### src/rtl/rob_pkg.sv
// Shared types for the rename file and reorder buffer.
// Operand bundle, tag type, opcode encoding, popcount helper.
package rob_pkg;

  localparam int XLEN      = 32;
  localparam int TAG_W     = 3;
  localparam int NUM_REGS  = 32;
  localparam int REG_IDX_W = 5;

  typedef logic [TAG_W-1:0] tag_t;

  typedef struct packed {
    logic            is_tag;
    tag_t            tag;
    logic [XLEN-1:0] data;
  } operand_t;

  typedef enum logic [1:0] {
    OP_ADD    = 2'b00,
    OP_MUL    = 2'b01,
    OP_BRANCH = 2'b10
  } opcode_e;

  function automatic logic [5:0] popcount(
    input logic [NUM_REGS-1:0] v
  );
    logic [5:0] cnt;
    cnt = '0;
    for (int i = 0; i < NUM_REGS; i++)
      cnt = cnt + 6'(v[i]);
    return cnt;
  endfunction

endpackage

### src/rtl/operand_read_port.sv
// One source-operand lookup: zero reg, commit bypass,
// pending tag, or committed value.
module operand_read_port
  import rob_pkg::*;
(
  input  logic [REG_IDX_W-1:0]           rs,
  input  logic [NUM_REGS-1:0]            busy,
  input  tag_t [NUM_REGS-1:0]            tags,
  input  logic [NUM_REGS-1:0][XLEN-1:0]  regs,
  input  logic                           commit_valid,
  input  logic [REG_IDX_W-1:0]           commit_rd,
  input  tag_t                           commit_tag,
  input  logic [XLEN-1:0]                commit_data,
  output operand_t                       op
);

  logic hit;

  assign hit = busy[rs] && commit_valid
            && (commit_rd == rs)
            && (commit_tag == tags[rs]);

  // Conditions overlap, so this is an ordered priority chain.
  always_comb begin
    op = '0;
    if (rs == '0) begin
      op = '0;
    end else if (hit) begin
      op.data = commit_data;
    end else if (busy[rs]) begin
      op.is_tag = 1'b1;
      op.tag    = tags[rs];
    end else begin
      op.data = regs[rs];
    end
  end

endmodule

### src/rtl/reg_rename_file.sv
// Architectural register file plus register status table.
// Renames at dispatch, retires on ROB commit, clears on flush.
module reg_rename_file
  import rob_pkg::*;
(
  input  logic                 clk,
  input  logic                 rst_n,
  input  logic                 disp_valid,
  input  logic                 disp_writes_rd,
  input  logic [4:0]           disp_rs1,
  input  logic [4:0]           disp_rs2,
  input  logic [4:0]           disp_rd,
  input  logic [TAG_W-1:0]     disp_tag,
  output logic [XLEN-1:0]      rs1_data,
  output logic [XLEN-1:0]      rs2_data,
  output logic                 rs1_is_tag,
  output logic                 rs2_is_tag,
  output logic [TAG_W-1:0]     rs1_tag,
  output logic [TAG_W-1:0]     rs2_tag,
  input  logic                 commit_valid,
  input  logic [4:0]           commit_rd,
  input  logic [TAG_W-1:0]     commit_tag,
  input  logic [XLEN-1:0]      commit_data,
  input  logic                 flush,
  output logic [5:0]           busy_count
);

  logic [NUM_REGS-1:0][XLEN-1:0] regs;
  logic [NUM_REGS-1:0]           busy, busy_nxt;
  tag_t [NUM_REGS-1:0]           tags, tags_nxt;
  operand_t                      op1, op2;
  logic                          rename, commit_we;

  assign rename    = disp_valid && disp_writes_rd
                  && (disp_rd != '0) && !flush;
  assign commit_we = commit_valid && (commit_rd != '0);

  // Rename applied after the commit clear so it wins on a race.
  always_comb begin
    busy_nxt = busy;
    tags_nxt = tags;
    if (commit_we && (tags[commit_rd] == commit_tag))
      busy_nxt[commit_rd] = 1'b0;
    if (flush) begin
      busy_nxt = '0;
      tags_nxt = '0;
    end else if (rename) begin
      busy_nxt[disp_rd] = 1'b1;
      tags_nxt[disp_rd] = disp_tag;
    end
  end

  always_ff @(posedge clk) begin
    if (!rst_n) begin
      regs       <= '0;
      busy       <= '0;
      tags       <= '0;
      busy_count <= '0;
    end else begin
      if (commit_we)
        regs[commit_rd] <= commit_data;
      busy       <= busy_nxt;
      tags       <= tags_nxt;
      busy_count <= popcount(busy_nxt);
    end
  end

  operand_read_port u_rs1 (
    .rs           (disp_rs1),
    .busy         (busy),
    .tags         (tags),
    .regs         (regs),
    .commit_valid (commit_valid),
    .commit_rd    (commit_rd),
    .commit_tag   (commit_tag),
    .commit_data  (commit_data),
    .op           (op1)
  );

  operand_read_port u_rs2 (
    .rs           (disp_rs2),
    .busy         (busy),
    .tags         (tags),
    .regs         (regs),
    .commit_valid (commit_valid),
    .commit_rd    (commit_rd),
    .commit_tag   (commit_tag),
    .commit_data  (commit_data),
    .op           (op2)
  );

  assign rs1_data   = op1.data;
  assign rs1_is_tag = op1.is_tag;
  assign rs1_tag    = op1.tag;
  assign rs2_data   = op2.data;
  assign rs2_is_tag = op2.is_tag;
  assign rs2_tag    = op2.tag;

endmodule

### config.mk
export PLATFORM = sky130hd
export DESIGN_NAME = reg_rename_file
export DESIGN_NICKNAME = d
export VERILOG_FILES = /design/src/rtl/rob_pkg.sv /design/src/rtl/operand_read_port.sv /design/src/rtl/reg_rename_file.sv
export SDC_FILE = /design/constraint.sdc
export NUM_CORES = 2
export LEC_CHECK = 0
export CORE_MARGIN = 2
export CORE_UTILIZATION = 55
export CTS_CLUSTER_DIAMETER = 60
export DETAILED_ROUTE_END_ITERATION = 10
export PLACE_DENSITY = 0.83
export SETUP_SLACK_MARGIN = 0.1
export SLEW_MARGIN = 20
export SYNTH_ARGS = -nofsm -noshare
export SYNTH_HDL_FRONTEND = slang
export SYNTH_SLANG_ARGS = --single-unit
### constraint.sdc
create_clock -name clk -period 9.3 [get_ports clk]
set_input_delay 1.86 -clock clk [delete_from_list [all_inputs] [get_ports clk]]
set_output_delay 1.86 -clock clk [all_outputs]
set_load 0.02 [all_outputs]
After elaboration in Yosys (flattened, before gate mapping)
Cells that the tools add are included.

Flip-flop bits (word level): 1158. Input port bits: 64. Word-level logic and storage cells: 168.

Order comparisons: 6. Equal/unequal tests: 5. Muxes and demuxes: 37. Reduce and logical (&&, ||, !) cells: 19. Add/subtract/negate cells: 31. Bitwise operators: 4.

Operators by type and width (count): $bwmux W1024 (1); $bmux W32 S5 (2); $mux W32 (10); $demux W32 S5 (1); $add A6 B1 Y6 (26); $bwmux W96 (1); $mux W36 (2); $bmux W3 S5 (3); $and A32 B32 Y32 (1); $not A32 Y32 (1); $or A32 B32 Y32 (1); $lt A5 B6 Y1 const B (4); $mux W4 (4); $demux W3 S5 (1); $logic_and A1 B1 Y1 (13); $mux W3 (4); $bmux W1 S5 (2); $demux W1 S5 (2); $eq A5 B5 Y1 (2); $ge A5 B1 Y1 const B (2); $logic_not A5 Y1 (2); $reduce_bool A5 Y1 (2); $eq A3 B3 Y1 (3); $add A5 B1 Y6 (1); 8 further kinds (11).

Depth between registers and ports, before layout
Depth in word-level cells: 41. Mapped depth: 28.

By module
Synthesis repeated with hierarchy kept, for this count alone.

Cells, all modules: 6891. Area, all modules: 64444.3 µm².

Modules (own cells, without submodules): reg_rename_file (cells an instance 5325, instances 1, area each 44527.7 µm²); operand_read_port (cells an instance 783, instances 2, area each 9958.3 µm²).

Worst setup path after synthesis
OpenSTA, ideal clock, no wires.

Path kind: input to register. From: in commit_rd[1]. To: reg busy_count[4]. Stages: 27. Path slack: 1.030 ns. Arrival time: 8.155 ns. Required time: 9.185 ns. Cell sequence: buf_2 buf_4 mux4_2 a32oi_1 nand2_1 nor4_1 xnor2_1 nor3_1 buf_2 buf_4 a211oi_1 fa_1 inv_1 fa_1 fa_1 fa_1 fa_1 fa_1 inv_1 ha_1 inv_1 fa_1 inv_1 a21o_1 a21oi_1 xnor2_1 and2_1.

RTL lines: from (decl) (RTL line reg_rename_file.sv:21) `input logic [4:0] commit_rd,`; $lt A5 B6 Y1 (implied by the code) / $ge A5 B1 Y1 (equally long branches) (RTL line reg_rename_file.sv:43) `busy_nxt[commit_rd] = 1'b0;`; $logic_and A1 B1 Y1 (implied by the code) (RTL line reg_rename_file.sv:43); $mux W1 (implied by the code) (RTL line reg_rename_file.sv:43); $demux W1 S5 (RTL line reg_rename_file.sv:43); $not A32 Y32 (no line); $and A32 B32 Y32 (no line); $mux W32 (*) (RTL line reg_rename_file.sv:42) `if (commit_we && (tags[commit_rd] == commit_tag))`; $or A32 B32 Y32 (no line); $mux W32 (*) (RTL line reg_rename_file.sv:47) `end else if (rename) begin`; $mux W32 (*) (RTL line reg_rename_file.sv:44) `if (flush) begin`; net busy_nxt[27] (RTL line reg_rename_file.sv:29) `logic [NUM_REGS-1:0] busy, busy_nxt;`; $add A6 B1 Y6 (*) (5 in a row) (RTL line rob_pkg.sv:30) `cnt = cnt + 6'(v[i]);`; to (signal assigned) (RTL line reg_rename_file.sv:64) `busy_count <= popcount(busy_nxt);`; to (decl) (RTL line reg_rename_file.sv:25) `output logic [5:0] busy_count`.

Mark *: on every way through the listed nets, which the timed path passes. The rest lies on a longest branch. The select of a mux whose other input is x is not followed. A chain may end at the register's enable or synchronous reset.

Final worst setup path
From: in disp_rs1[4]. To: out rs1_data[2].

Word-level cells in the longest chain between the ends: 7.

Ends and longest elaborated chain: from (decl) (RTL line reg_rename_file.sv:10) `input logic [4:0] disp_rs1,`; branches (longest 6 deep; another with $mux W32); $mux W36 (*) (RTL line operand_read_port.sv:26) `if (rs == '0) begin`; to (decl) (RTL line reg_rename_file.sv:14) `output logic [XLEN-1:0] rs1_data,`.

Mark *: on every way between the ends. The select of a mux whose other input is x is not followed.

==> metrics.md <==
| Metric | Value |
|---|---|
| Clock tree root buffer cell | `sky130_fd_sc_hd__clkbuf_16` |
| Final number of setup-violating endpoints | `0` |
| Gr ovfl total | `0` |
| Vias per Instance | `7.13` |
| Slew margin rel. | `between 10% and 20%` |
| Number of synthesis warnings | `0` |
| Synthesized area | `63700 um^2` |
| Clock latency of the later-clocked register in the worst-skew pair | `770 ps` |
| Worst Path Required | `approximately 7400 ps` |
| Chip Height | `344 um` |
| Gate power share | `9.7%` |
| Tmin final | `8470 ps` |
| Sequential group share of total power | `a little under half` |
| Worst Max-Slew Pin Slew | `1220 ps` |
| Fraction of final layout cells sized beyond drive strength 1 | `15.3%` |
| Switching pwr | `2.90 mW` |
| Port Buffer Count | `~140` |
| Power after layout | `11.1 mW` |
| Async set or reset register ratio after synthesis | `0%` |
| Number of cells produced by synthesis | `6895` |
| Core Footprint | `115000 um^2` |
| Worst-path clk slew | `approximately 60 ps` |
| Final-layout fill cell count | `9116` |
| Unrepaired setup endpoints after global routing | `false` |
| Starting utilization of the core area | `55.6%` |
| Post-route cell area | `69900 um^2` |
| Buffer count from post-CTS setup fixing | `0` |
| Aggregate negative setup slack | `0 ps` |
| Sw frac | `about a quarter` |
| Synth Area per Inst | `between 9 and 10 um^2` |
| Hold bufs inserted after CTS | `0` |
| Total cell area at the placement stage | `between 60000 and 70000 um^2` |
| Top flip-flop cell by instance count after synthesis | `sky130_fd_sc_hd__dfxtp_1` |
| Worst hold margin | `about 480 ps` |
| Via count of the first global-routing pass | `55.9k` |
| Clock power share | `45.2%` |
| Final Skew | `45.1 ps` |
| Hold Path Stages | `2` |
| Count of max-cap constraint violations | `0` |
| Routability congestion estimate | `1.01` |
| Setup WS pre-CTS | `approximately 230 ps` |
| Clock net sink count | `roughly 1.2k` |
| Number of detailed-routing iterations run before antenna repair | `8` |
| Proportion of synthesized chip area in sequential cells | `36.4%` |
| Area share of the largest cell type after synthesis | `36.4%` |
| Number of top-level pins | `142` |
| Final core utilization | `61.0%` |
| Outcome | `completed` |
| Number of cells upsized or downsized after cts | `0` |
| Worst Setup End Kind | `primary output` |
| Cell count after placement | `7999` |
| Clk buf depth | `3` |
| Kind of critical path | `in2out` |
| Wire length of the first global-routing pass | `359000 um` |
| Post-detail-place hpwl | `137000 um` |
| Net total in the final layout | `6705` |
| DIE AREA | `119000 um^2` |
| Highest clock frequency the design can meet | `between 100 and 150 MHz` |
| Maximum fanout along the worst path | `32` |
| Wire per inst | `about 30 um` |
| Netlist cell types | `70` |
| Length in cells of the worst reg-to-reg path | `24` |
| Final setup margin | `827 ps` |
| Element type at the critical path start | `input pin` |
| Number of enable flip-flop cells after synthesis | `0` |
| Power Internal | `8.21 mW` |
| Number of register bits inferred by synthesis | `1158` |
| DRT antenna net count | `0` |
| Number of placement rows | `~120` |
| WL final | `between 200000 and 250000 um` |
| Cell taking the most area after synthesis | `sky130_fd_sc_hd__dfxtp_1` |
| Leakage power | `23.2 nW` |
| Area contributors post-synth | `sky130_fd_sc_hd__dfxtp_1 36%, sky130_fd_sc_hd__mux4_2 17%, sky130_fd_sc_hd__nand2_1 12%, sky130_fd_sc_hd__a21boi_0 12%, sky130_fd_sc_hd__mux2i_1 5.0%` |
| Arrival time worst endpoint | `6610 ps` |
| Max-slew violations | `0` |
| Number of vias in the routed layout | `58.6k` |
| Count of unresolved DRC violations after routing | `0` |
| Syn_nets | `approximately 7k` |
| Power density normalized to cell area | `approximately 160 nW/um^2` |
| Pin count of the biggest net entering global routing | `307` |
| Peak supply drop | `0.165 mV` |
| Number of antenna violations at the first check in global routing | `17` |
| Area overhead of the layout relative to synthesis | `9.67%` |
| CTS H-tree lvls | `3` |
| Number of design-rule violations left by the first detailed-router iteration | `slightly above 10k` |
| Hold violation total from the final report | `0` |
| Width of the die | `between 300 and 400 um` |
| CTS tree | `yes` |
| Final period utilization | `between 90% and 100%` |
| Class of the tightest hold or removal check | `reg2reg` |
| Final standard cell count with taps included and fillers excluded | `roughly 8.2k` |
| CTS Buf Count | `120` |
| Total track usage | `40.9%` |
==> synthesized netlist by cell type (7+ instances only) <==
| library cell | count |
|---|---|
| sky130_fd_sc_hd__a22o_1 | 40 |
| sky130_fd_sc_hd__clkbuf_2 | 29 |
| sky130_fd_sc_hd__nor3_1 | 19 |
| sky130_fd_sc_hd__mux2_2 | 72 |
| sky130_fd_sc_hd__a21oi_1 | 70 |
| sky130_fd_sc_hd__o221ai_1 | 56 |
| sky130_fd_sc_hd__a221oi_1 | 64 |
| sky130_fd_sc_hd__buf_2 | 77 |
| sky130_fd_sc_hd__fa_1 | 24 |
| sky130_fd_sc_hd__buf_1 | 19 |
| sky130_fd_sc_hd__inv_1 | 28 |
| sky130_fd_sc_hd__o22ai_1 | 66 |
| sky130_fd_sc_hd__a22oi_1 | 8 |
| sky130_fd_sc_hd__nor2b_1 | 19 |
| sky130_fd_sc_hd__a211oi_1 | 101 |
| sky130_fd_sc_hd__a311o_1 | 10 |
| sky130_fd_sc_hd__buf_6 | 15 |
| sky130_fd_sc_hd__o21ai_1 | 9 |
| sky130_fd_sc_hd__dfxtp_1 | 1158 |
| sky130_fd_sc_hd__nor2_1 | 180 |
| sky130_fd_sc_hd__and3_1 | 10 |
| sky130_fd_sc_hd__and2_1 | 43 |
| sky130_fd_sc_hd__mux2i_1 | 319 |
| sky130_fd_sc_hd__a21o_1 | 34 |
| sky130_fd_sc_hd__ha_1 | 7 |
| sky130_fd_sc_hd__nor4_1 | 11 |
| sky130_fd_sc_hd__mux4_2 | 488 |
| sky130_fd_sc_hd__buf_4 | 26 |
| sky130_fd_sc_hd__nand3_1 | 21 |
| sky130_fd_sc_hd__o21ai_0 | 26 |
| sky130_fd_sc_hd__xor2_1 | 9 |
| sky130_fd_sc_hd__o211ai_1 | 48 |
| sky130_fd_sc_hd__nand2_1 | 2089 |
| sky130_fd_sc_hd__clkbuf_1 | 562 |
| sky130_fd_sc_hd__nand3b_1 | 8 |
| sky130_fd_sc_hd__a311oi_1 | 13 |
| sky130_fd_sc_hd__a21boi_0 | 992 |
| sky130_fd_sc_hd__nand2b_1 | 57 |
| sky130_fd_sc_hd__xnor2_1 | 8 |
==> critical path, cell delays in order <==
cell and delay, ps:
sky130_fd_sc_hd__buf_4 550, sky130_fd_sc_hd__clkinv_1 980, sky130_fd_sc_hd__a221oi_1 860, sky130_fd_sc_hd__and3_1 320, sky130_fd_sc_hd__o211a_1 170, sky130_fd_sc_hd__o21ai_2 90
sky130_fd_sc_hd__nor4_4 240, sky130_fd_sc_hd__buf_4 570, sky130_fd_sc_hd__a22o_1 280, sky130_fd_sc_hd__clkdlybuf4s50_1 620
==> layout by cell type (no fill, tap or decap), types with 26 or more instances in the layout <==
master / n
sky130_fd_sc_hd__and2_1: 43
sky130_fd_sc_hd__clkdlybuf4s50_1: 129
sky130_fd_sc_hd__nand2b_1: 55
sky130_fd_sc_hd__o21ai_0: 26
sky130_fd_sc_hd__o221ai_1: 56
sky130_fd_sc_hd__clkbuf_8: 28
sky130_fd_sc_hd__inv_1: 28
sky130_fd_sc_hd__a22o_1: 40
sky130_fd_sc_hd__o211ai_1: 48
sky130_fd_sc_hd__buf_4: 174
sky130_fd_sc_hd__nor2_4: 28
sky130_fd_sc_hd__a211oi_1: 101
sky130_fd_sc_hd__mux2i_1: 319
sky130_fd_sc_hd__a221oi_1: 64
sky130_fd_sc_hd__mux2_2: 72
sky130_fd_sc_hd__nor2_1: 152
sky130_fd_sc_hd__nand2_1: 2064
sky130_fd_sc_hd__clkbuf_16: 121
sky130_fd_sc_hd__a21o_1: 34
sky130_fd_sc_hd__a21oi_1: 70
sky130_fd_sc_hd__a21boi_0: 992
sky130_fd_sc_hd__mux4_2: 488
sky130_fd_sc_hd__dfxtp_1: 1158
sky130_fd_sc_hd__o22ai_1: 66
==> final timing paths <==
check	from	endpoint	slack, ps
setup reg to reg	tags[76]$_SDFFE_PP0P_	busy_count[4]$_SDFF_PN0_	2330
setup / recovery	disp_rs1[4]	rs1_data[2]	830
hold / removal	regs[747]$_SDFFE_PN0P_	regs[747]$_SDFFE_PN0P_	480
hold reg to reg	regs[747]$_SDFFE_PN0P_	regs[747]$_SDFFE_PN0P_	480
==> power by group through the flow <==
stage | sequential (mW) | clock [mW] | combinational [mW]
detailed placement | 5.12 | 0 | 1.02
finish | 5.02 | 5.02 | 1.08
floorplan | 5.12 | 0 | 0.662
global placement | 5.12 | 0 | 1.02
CTS | 5.01 | 5.00 | 1.03
global route | 5.02 | 5.19 | 1.09
==> metal layers <==
layer  vias to the layer above  track usage (%)  share of wire, %
met1                     28000             50.2                33
met3                      1415             17.5                17
met5                         -             1.20              0.13
met2                      5436             57.5                41
met4                        14             28.8               8.2
li1                      23700                -                 -
==> registers in the layout, indices dropped and copies added, names as in the netlist <==
signal and count:
busy 32, busy_count 6, regs 1024, tags 96
==> cell type report <==
| type | count | area, um^2 | share of cell area (%) |
|---|---|---|---|
| diodes | 8 | 20.0 | 0.0286 |
| clock buffers | 172 | 3500 | 5.01 |
| clock inverters | 44 | 542 | 0.775 |
| inverters | 29 | 109 | 0.156 |
| multi-input cells | 4980 | 37700 | 54.0 |
| flip-flops and latches | 1158 | 23200 | 33.2 |
| well taps | 1512 | 1890 | 2.71 |
| repair buffers | 321 | 2930 | 4.18 |
==> kinds of logic after synthesis <==
kind of cell               count (synthesis)  synth area share (%)
AOI/OAI and AO/OA                       1560                  18.3
and+or+nand+nor                         2488                  15.5
DFF                                     1158                  36.4
xor gates and xnor gates                  18                 0.259
buffers and inverters                    757                  5.00
adders and majority gates                 31                 0.891
muxes                                    883                  23.7
Power figures use the tool's default switching activity.
